--- src/rtl/bats_renderer.sv ---
// Left/right bat renderer: per-bat vertical sequencer (IDLE/ARMED/ACTIVE),
// horizontal window compare, registered pixel/segment outputs, and
// sticky ball/bat collision flags.
// Optional feature macro: BATS_COLLISION_EN (collision detection compiled in).
module bats_renderer #(
    parameter int unsigned HBITS      = 4,
    parameter int unsigned BAT_WIDTH  = 4,
    parameter logic [8:0]  LEFT_HPOS  = 9'd16,
    parameter logic [8:0]  RIGHT_HPOS = 9'd236
) (
    input  logic       clk,
    input  logic       reset,
    input  logic [8:0] hpos,
    input  logic       hsync,
    input  logic       vsync,
    input  logic       left_start,
    input  logic       right_start,
    input  logic       ball_gfx,
    output logic       left_on,
    output logic       right_on,
    output logic       display_on,
    output logic [2:0] left_seg,
    output logic [2:0] right_seg,
    output logic       left_hit,
    output logic       right_hit
);

    localparam int unsigned NBATS = 2;
    localparam logic [HBITS-1:0] CNT_MAX = '1;
    localparam logic [9:0] L_LO = {1'b0, LEFT_HPOS};
    localparam logic [9:0] L_HI = L_LO + 10'(BAT_WIDTH) - 10'd1;
    localparam logic [9:0] R_LO = {1'b0, RIGHT_HPOS};
    localparam logic [9:0] R_HI = R_LO + 10'(BAT_WIDTH) - 10'd1;

    typedef enum logic [1:0] {
        ST_IDLE   = 2'd0,
        ST_ARMED  = 2'd1,
        ST_ACTIVE = 2'd2
    } state_e;

    state_e           state_q [NBATS];
    state_e           state_d [NBATS];
    logic [HBITS-1:0] cnt_q   [NBATS];
    logic [HBITS-1:0] cnt_d   [NBATS];

    logic             hsync_q, hsync_d;
    logic             vsync_q, vsync_d;
    logic             line_edge_c;
    logic             vsync_edge_c;
    logic [NBATS-1:0] start_c;
    logic [NBATS-1:0] hwin_c;
    logic [9:0]       hpos_ext_c;

    logic [NBATS-1:0] on_q, on_d;
    logic [NBATS-1:0] hit_q, hit_d;
    logic [2:0]       seg_q [NBATS];
    logic [2:0]       seg_d [NBATS];
    logic             disp_q, disp_d;

    assign hsync_d      = hsync;
    assign vsync_d      = vsync;
    assign line_edge_c  = hsync & ~hsync_q;
    assign vsync_edge_c = vsync & ~vsync_q;
    assign start_c      = {right_start, left_start};
    assign hpos_ext_c   = {1'b0, hpos};

    // Sequencer state, line counters and sync edge-detect registers.
    always_ff @(posedge clk) begin
        if (reset) begin
            hsync_q <= 1'b0;
            vsync_q <= 1'b0;
            for (int i = 0; i < NBATS; i++) begin
                state_q[i] <= ST_IDLE;
                cnt_q[i]   <= '0;
            end
        end else begin
            hsync_q <= hsync_d;
            vsync_q <= vsync_d;
            for (int i = 0; i < NBATS; i++) begin
                state_q[i] <= state_d[i];
                cnt_q[i]   <= cnt_d[i];
            end
        end
    end

    // Next-state logic; a start pulse always wins over a coincident line edge.
    always_comb begin
        for (int i = 0; i < NBATS; i++) begin
            state_d[i] = state_q[i];
            cnt_d[i]   = cnt_q[i];
            case (state_q[i])
                ST_IDLE: begin
                    if (start_c[i]) begin
                        state_d[i] = ST_ARMED;
                        cnt_d[i]   = '0;
                    end
                end
                ST_ARMED: begin
                    if (start_c[i]) begin
                        state_d[i] = ST_ARMED;
                        cnt_d[i]   = '0;
                    end else if (line_edge_c) begin
                        state_d[i] = ST_ACTIVE;
                        cnt_d[i]   = '0;
                    end
                end
                ST_ACTIVE: begin
                    if (start_c[i]) begin
                        state_d[i] = ST_ARMED;
                        cnt_d[i]   = '0;
                    end else if (line_edge_c) begin
                        if (cnt_q[i] == CNT_MAX) begin
                            state_d[i] = ST_IDLE;
                            cnt_d[i]   = '0;
                        end else begin
                            cnt_d[i] = cnt_q[i] + HBITS'(1);
                        end
                    end
                end
                default: begin
                    state_d[i] = ST_IDLE;
                    cnt_d[i]   = '0;
                end
            endcase
        end
    end

    // Pixel, segment and collision values to be registered this cycle.
    always_comb begin
        hwin_c[0] = (hpos_ext_c >= L_LO) && (hpos_ext_c <= L_HI);
        hwin_c[1] = (hpos_ext_c >= R_LO) && (hpos_ext_c <= R_HI);
        for (int i = 0; i < NBATS; i++) begin
            on_d[i]  = (state_q[i] == ST_ACTIVE) && hwin_c[i];
            seg_d[i] = (state_q[i] == ST_ACTIVE) ? cnt_q[i][HBITS-1 -: 3] : 3'd0;
        end
        disp_d = |on_d;
`ifdef BATS_COLLISION_EN
        for (int i = 0; i < NBATS; i++) begin
            hit_d[i] = hit_q[i];
            if (vsync_edge_c) begin
                hit_d[i] = 1'b0;
            end
            if (ball_gfx && on_q[i]) begin
                hit_d[i] = 1'b1;
            end
        end
`else
        hit_d = '0;
`endif
    end

`ifndef BATS_COLLISION_EN
    // Collision inputs have no consumer in this build.
    logic unused_collision;
    assign unused_collision = ball_gfx ^ vsync_edge_c;
`endif

    // Registered outputs.
    always_ff @(posedge clk) begin
        if (reset) begin
            on_q   <= '0;
            hit_q  <= '0;
            disp_q <= 1'b0;
            for (int i = 0; i < NBATS; i++) begin
                seg_q[i] <= 3'd0;
            end
        end else begin
            on_q   <= on_d;
            hit_q  <= hit_d;
            disp_q <= disp_d;
            for (int i = 0; i < NBATS; i++) begin
                seg_q[i] <= seg_d[i];
            end
        end
    end

    assign left_on    = on_q[0];
    assign right_on   = on_q[1];
    assign display_on = disp_q;
    assign left_seg   = seg_q[0];
    assign right_seg  = seg_q[1];
    assign left_hit   = hit_q[0];
    assign right_hit  = hit_q[1];

endmodule

--- config.mk ---
export PLATFORM = sky130hd
export DESIGN_NAME = bats_renderer
export DESIGN_NICKNAME = d
export VERILOG_FILES = /design/src/rtl/bats_renderer.sv
export SDC_FILE = /design/constraint.sdc
export NUM_CORES = 1
export LEC_CHECK = 0
export CAP_MARGIN = 20
export CORE_MARGIN = 4
export CORE_UTILIZATION = 40
export DETAILED_ROUTE_END_ITERATION = 16
export PLACE_DENSITY = 0.75
export SYNTH_ARGS = -nofsm -noshare
export SYNTH_HDL_FRONTEND = slang
export SYNTH_SLANG_ARGS = --single-unit
--- constraint.sdc ---
create_clock -name clk -period 3 [get_ports clk]
set_input_delay 0.75 -clock clk [delete_from_list [all_inputs] [get_ports clk]]
set_output_delay 0.75 -clock clk [all_outputs]
set_load 0.05 [all_outputs]
After elaboration in Yosys (flattened, before gate mapping):

Memory sizes are Yosys's and may differ from the RTL's.
Cells that the tools add are included.

* order comparisons: 4
* bitwise logic cells: 8
* reductions and logical operators: 7
* mux-type cells: 39
* $add $sub $neg: 2
* equality and inequality tests: 6

Operator list (count)
* $mux 4: 14
* $mux 2: 14
* $pmux 4 s3: 2
* $mux 3: 4
* $pmux 2 s3: 2
* $ge 9x5->1 const B: 1
* $ge 9x8->1 const B: 1
* $le 9x5->1 const B: 1
* $le 9x8->1 const B: 1
* $add 4x1->4 const B: 2
* $eq 4x4->1 const B: 2
* $or 1x1->1: 6
* $eq 2x1->1 const B: 2
* $eq 2x2->1 const B: 2
* $logic_and 1x1->1: 4
* $logic_not 2->1: 2
* $mux 1: 3
* $reduce_or 2->1: 1
* $and 1x1->1: 1
* $not 1->1: 1

* output and inout port bits: 11
* register bits: 4
* input port bits: 16
* word-level logic and storage cells: 72
* bits in writable memories: 18
* memories kept: 3

Memory list
* cnt_q: depth 2, width 4, rd ports 2, clocked after memory_dff 0, wr ports 2, line 43 `logic [HBITS-1:0] cnt_q [NBATS];`
* seg_q: depth 2, width 3, rd ports 2, clocked after memory_dff 0, wr ports 2, line 56 `logic [2:0] seg_q [NBATS];`
* state_q: depth 2, width 2, rd ports 2, clocked after memory_dff 0, wr ports 2, line 41 `state_e state_q [NBATS];`

Longest topological paths before layout:

An unclocked memory read counts as a cell.

* depth in word-level cells: 7
* mapped depth: 5
* mapped depth without buffers: 5

Least setup slack after synthesis:

Ideal clock, no wire load.

* kind: input -> register
* start point: input hsync
* end point: memory cnt_q[0][1]
* buffers on the path: 1
* stages: 5
* required time: 2.941 ns
* data arrival time: 1.589 ns
* path slack: 1.353 ns
* cell sequence: nor2b_4 > buf_6 > maj3_2 > nor3_2 > a22o_1

RTL lines
* start, declared: line 14 `input logic hsync,`
* end, declared: line 43

Final worst setup path:

* start point: register on_q[0]
* end point: output left_on

RTL lines
* start, declared: line 54 `logic [NBATS-1:0] on_q, on_d;`
* start signal, assigned: line 168 `on_q <= on_d;`
* end, declared: line 19 `output logic left_on,`

No word-level cell between the ends.

==> qor.yml <==
outcome:
  outcome: "completed"
drt:
  drcViolationCount: 0
  vias: 816
  antenna_left: 0
  drt-total-wl_microns: 1860
  viasPerCell: 5.30
  detail_route.wl_per_cell_microns: 12.1
  drt_iter0_drc: 16
  first_pass_iters: 4
clock_tree:
  clockBufferDepth: 2
  cts_setup_buffers: 0
  cts-root-buf: "clkbuf_4"
  cts_tree: "done"
  cts_resized: 0
  hold_buffers: 0
  h-tree-depth: 1
  clk_pin_slew_ns: 0.11
  cts_inserted_buffers: 3
  clkSinkCount: 22
  clkLatencyLatePin_ns: 0.29
sta:
  worst_clock_skew_ns: 0.000944
  fin_tns_setup_ns: 0
  worstMarginPinSlew_ns: 0.497
  setup_viol: 0
  slew_viol_final: 0
  clock.fmax_mhz: 462
  final.period_utilization_pct: 72.1
  period_needed_ns: 2.16
  grt_setup_unrepaired: "no"
  maxSlewHeadroom_pct: 66.8
  hold_violations: 0
layout:
  nFillCells: 216
  seq_area_sq_um: 440
  fin_cells: 154
  multi_input_area_sq_um: 484
  final_cell_area_sq_um: 1200
  n_antenna_cell: 0
  areaGrowthSynthToFinish_pct: 23.7
  nNetsFinal: 146
  drive_gt1_share_pct: 7.14
placed_design:
  dp_cells: 151
  dp.final_hpwl_microns: 1420
  gp_congestion: 0.877
  io_buffers: 20
  placed_cell_area_sq_um: 1180
logic_synthesis:
  synthXorXnorAreaFrac_pct: 0
  synth_top_family_by_area: "simple AND/OR/NAND/NOR gates"
  yosys_register_bits: 22
  ys_types: 31
  ys.warnings.count: 0
  synthSimpleGateAreaFrac_pct: 28.1
  synth.most_common_cell: "dfxtp_1"
  netlist_area_sq_um: 971
  synth_adder_area_share_pct: 4.90
  ys_seq_area_share_pct: 45.4
  synth_area_per_cell_sq_um: 9.16
  synth_cells: 106
  synth_compound_area_share_pct: 16.1
  synth_area_leaders: "dfxtp_1 45%, a21oi_1 4.1%, nor3_1 4.1%"
  synth_edf_count: 0
  async_reset_ff_share_pct: 0
  synth_top_area_share_pct: 45.4
  synth_area_leader_cell: "dfxtp_1"
  yosys-top-cells-count: "22 x dfxtp_1, 8 x a21oi_1, 8 x nor3_1"
  synthMuxAreaShare_pct: 0
  synth_ff_type: "dfxtp_1"
power_and_ir_drop:
  p_leak_nw: 0.424
  peakVddDrop_mv: 0.206
  powerDensity_nw_per_um2: 396
global_route:
  grt_overflow_total: 0
  grt_pass1_vias: 772
  antenna_found_initial: 0
  grt_usage_pct: 12.2
  grt_max_degree: 12
  grt_pass1_wl_microns: 3200
critical_path:
  path_max_fanout: 1
  cp.required_ns: 2.25
  path_delay_family: "buffers and inverters"
  path_class: "reg -> out"
  start_kind: "flop"
  path_cells: "clkdlybuf4s50_1"
  cpPeakStageDelay_ns: 0.79
  worstPathArrival_ns: 1.41
  crit_path_top_delay_cell: "clkdlybuf4s50_1"
  critPathCaptureType: "output port"
  critPathBufInv: 1
floorplan:
  initial_core_util_pct: 43.1
  num_rows: 17
  die_h_microns: 57.3
  coreArea_sq_um: 2250
  die_x_microns: 57.3
  die-area_sq_um: 3280
  ios: 27
worst_hold_path:
  hp-class: "reg -> reg"
flow_run:
  maxCapViolCount: 0
[metrics by stage]
step	util [%]	hold WS, ns	power, W	worst slack, ns
final	53.3	0.525	0.000475	0.837
after global routing	53.3	0.546	0.000504	0.774
after CTS	53.3	0.527	0.000484	0.821
after detailed placement	52.3	0.507	0.000356	0.793
after global placement	52.3	0.500	0.000355	0.802
after floorplan	-	0.468	0.000338	1.35
[worst paths after layout]
kind               startpoint     endpoint  slack [ns]  cells after the start
setup / recovery      on_q[0]      left_on        0.84                      1
hold / removal    cnt_q[0][1]  seg_q[0][0]        0.53                      1
setup reg to reg      hsync_q  cnt_q[0][5]        1.68                      4
hold reg to reg   cnt_q[0][1]  seg_q[0][0]        0.53                      1
[flip-flops by register name (all words and copies together) (netlist names)]
| name | cells |
|---|---|
| seg_q | 6 |
| hsync_q | 1 |
| on_q | 2 |
| state_q | 4 |
| display_on | 1 |
| cnt_q | 8 |
[layout by cell type, fill, tap and decap left out]
cell / instances
nand3_1: 3
nor2b_1: 5
o2bb2ai_1: 1
nor2b_2: 1
clkdlybuf4s50_1: 20
nor4_1: 1
nor3b_1: 1
inv_1: 3
a22oi_1: 2
buf_4: 1
clkbuf_4: 3
nand2b_1: 2
a211oi_1: 2
dfxtp_1: 22
nand2_1: 4
ha_1: 2
nor3_2: 1
a22o_1: 3
nand3b_1: 2
o211ai_1: 1
and2_1: 6
nor3_1: 8
a31oi_1: 3
nand4_1: 6
o21ai_1: 2
o31ai_1: 2
maj3_2: 2
a21oi_1: 8
nor2b_4: 1
conb_1: 2
nor2_1: 6
[logic make-up (layout without fill, tap and decap cells)]
| group | after synthesis | after routing |
|---|---|---|
| DFF | 22 | 22 |
| other | 1 | 2 |
| adders and majority gates | 4 | 4 |
| buffers and inverters | 8 | 27 |
| AOI/OAI and AO/OA | 24 | 24 |
| and+or+nand+nor | 47 | 47 |
[area by class of cell]
| class | count | share of cell area [%] |
|---|---|---|
| Inverter | 3 | 0.938 |
| Sequential cell | 22 | 36.7 |
| Multi-Input combinational cell | 77 | 40.3 |
| Timing Repair Buffer | 21 | 17.3 |
| Tap cell | 28 | 2.92 |
| Clock buffer | 3 | 1.88 |
[routing by layer]
| metal | share of wire (%) | routed length, microns | vias to the layer above | global-route usage [%] |
|---|---|---|---|---|
| met4 | 1.2 | 22 | 0 | 5.30 |
| met3 | 5.2 | 96 | 2 | 3.17 |
| met2 | 47 | 872 | 21 | 20.2 |
| li1 | - | - | 425 | - |
| met1 | 47 | 870 | 368 | 14.8 |
| met5 | 0 | 0 | - | 0 |
[power by group]
group | total, W | switching, W | leakage (nW) | internal, W
sequential | 0.000300 | 0.00000481 | 0.178 | 0.000295
combinational | 0.0000498 | 0.0000263 | 0.232 | 0.0000235
clock | 0.000125 | 0.0000787 | 0.0138 | 0.0000467
total | 0.000475 | 0.000110 | 0.424 | 0.000366
Note: power is estimated with default switching activity, not from simulation.
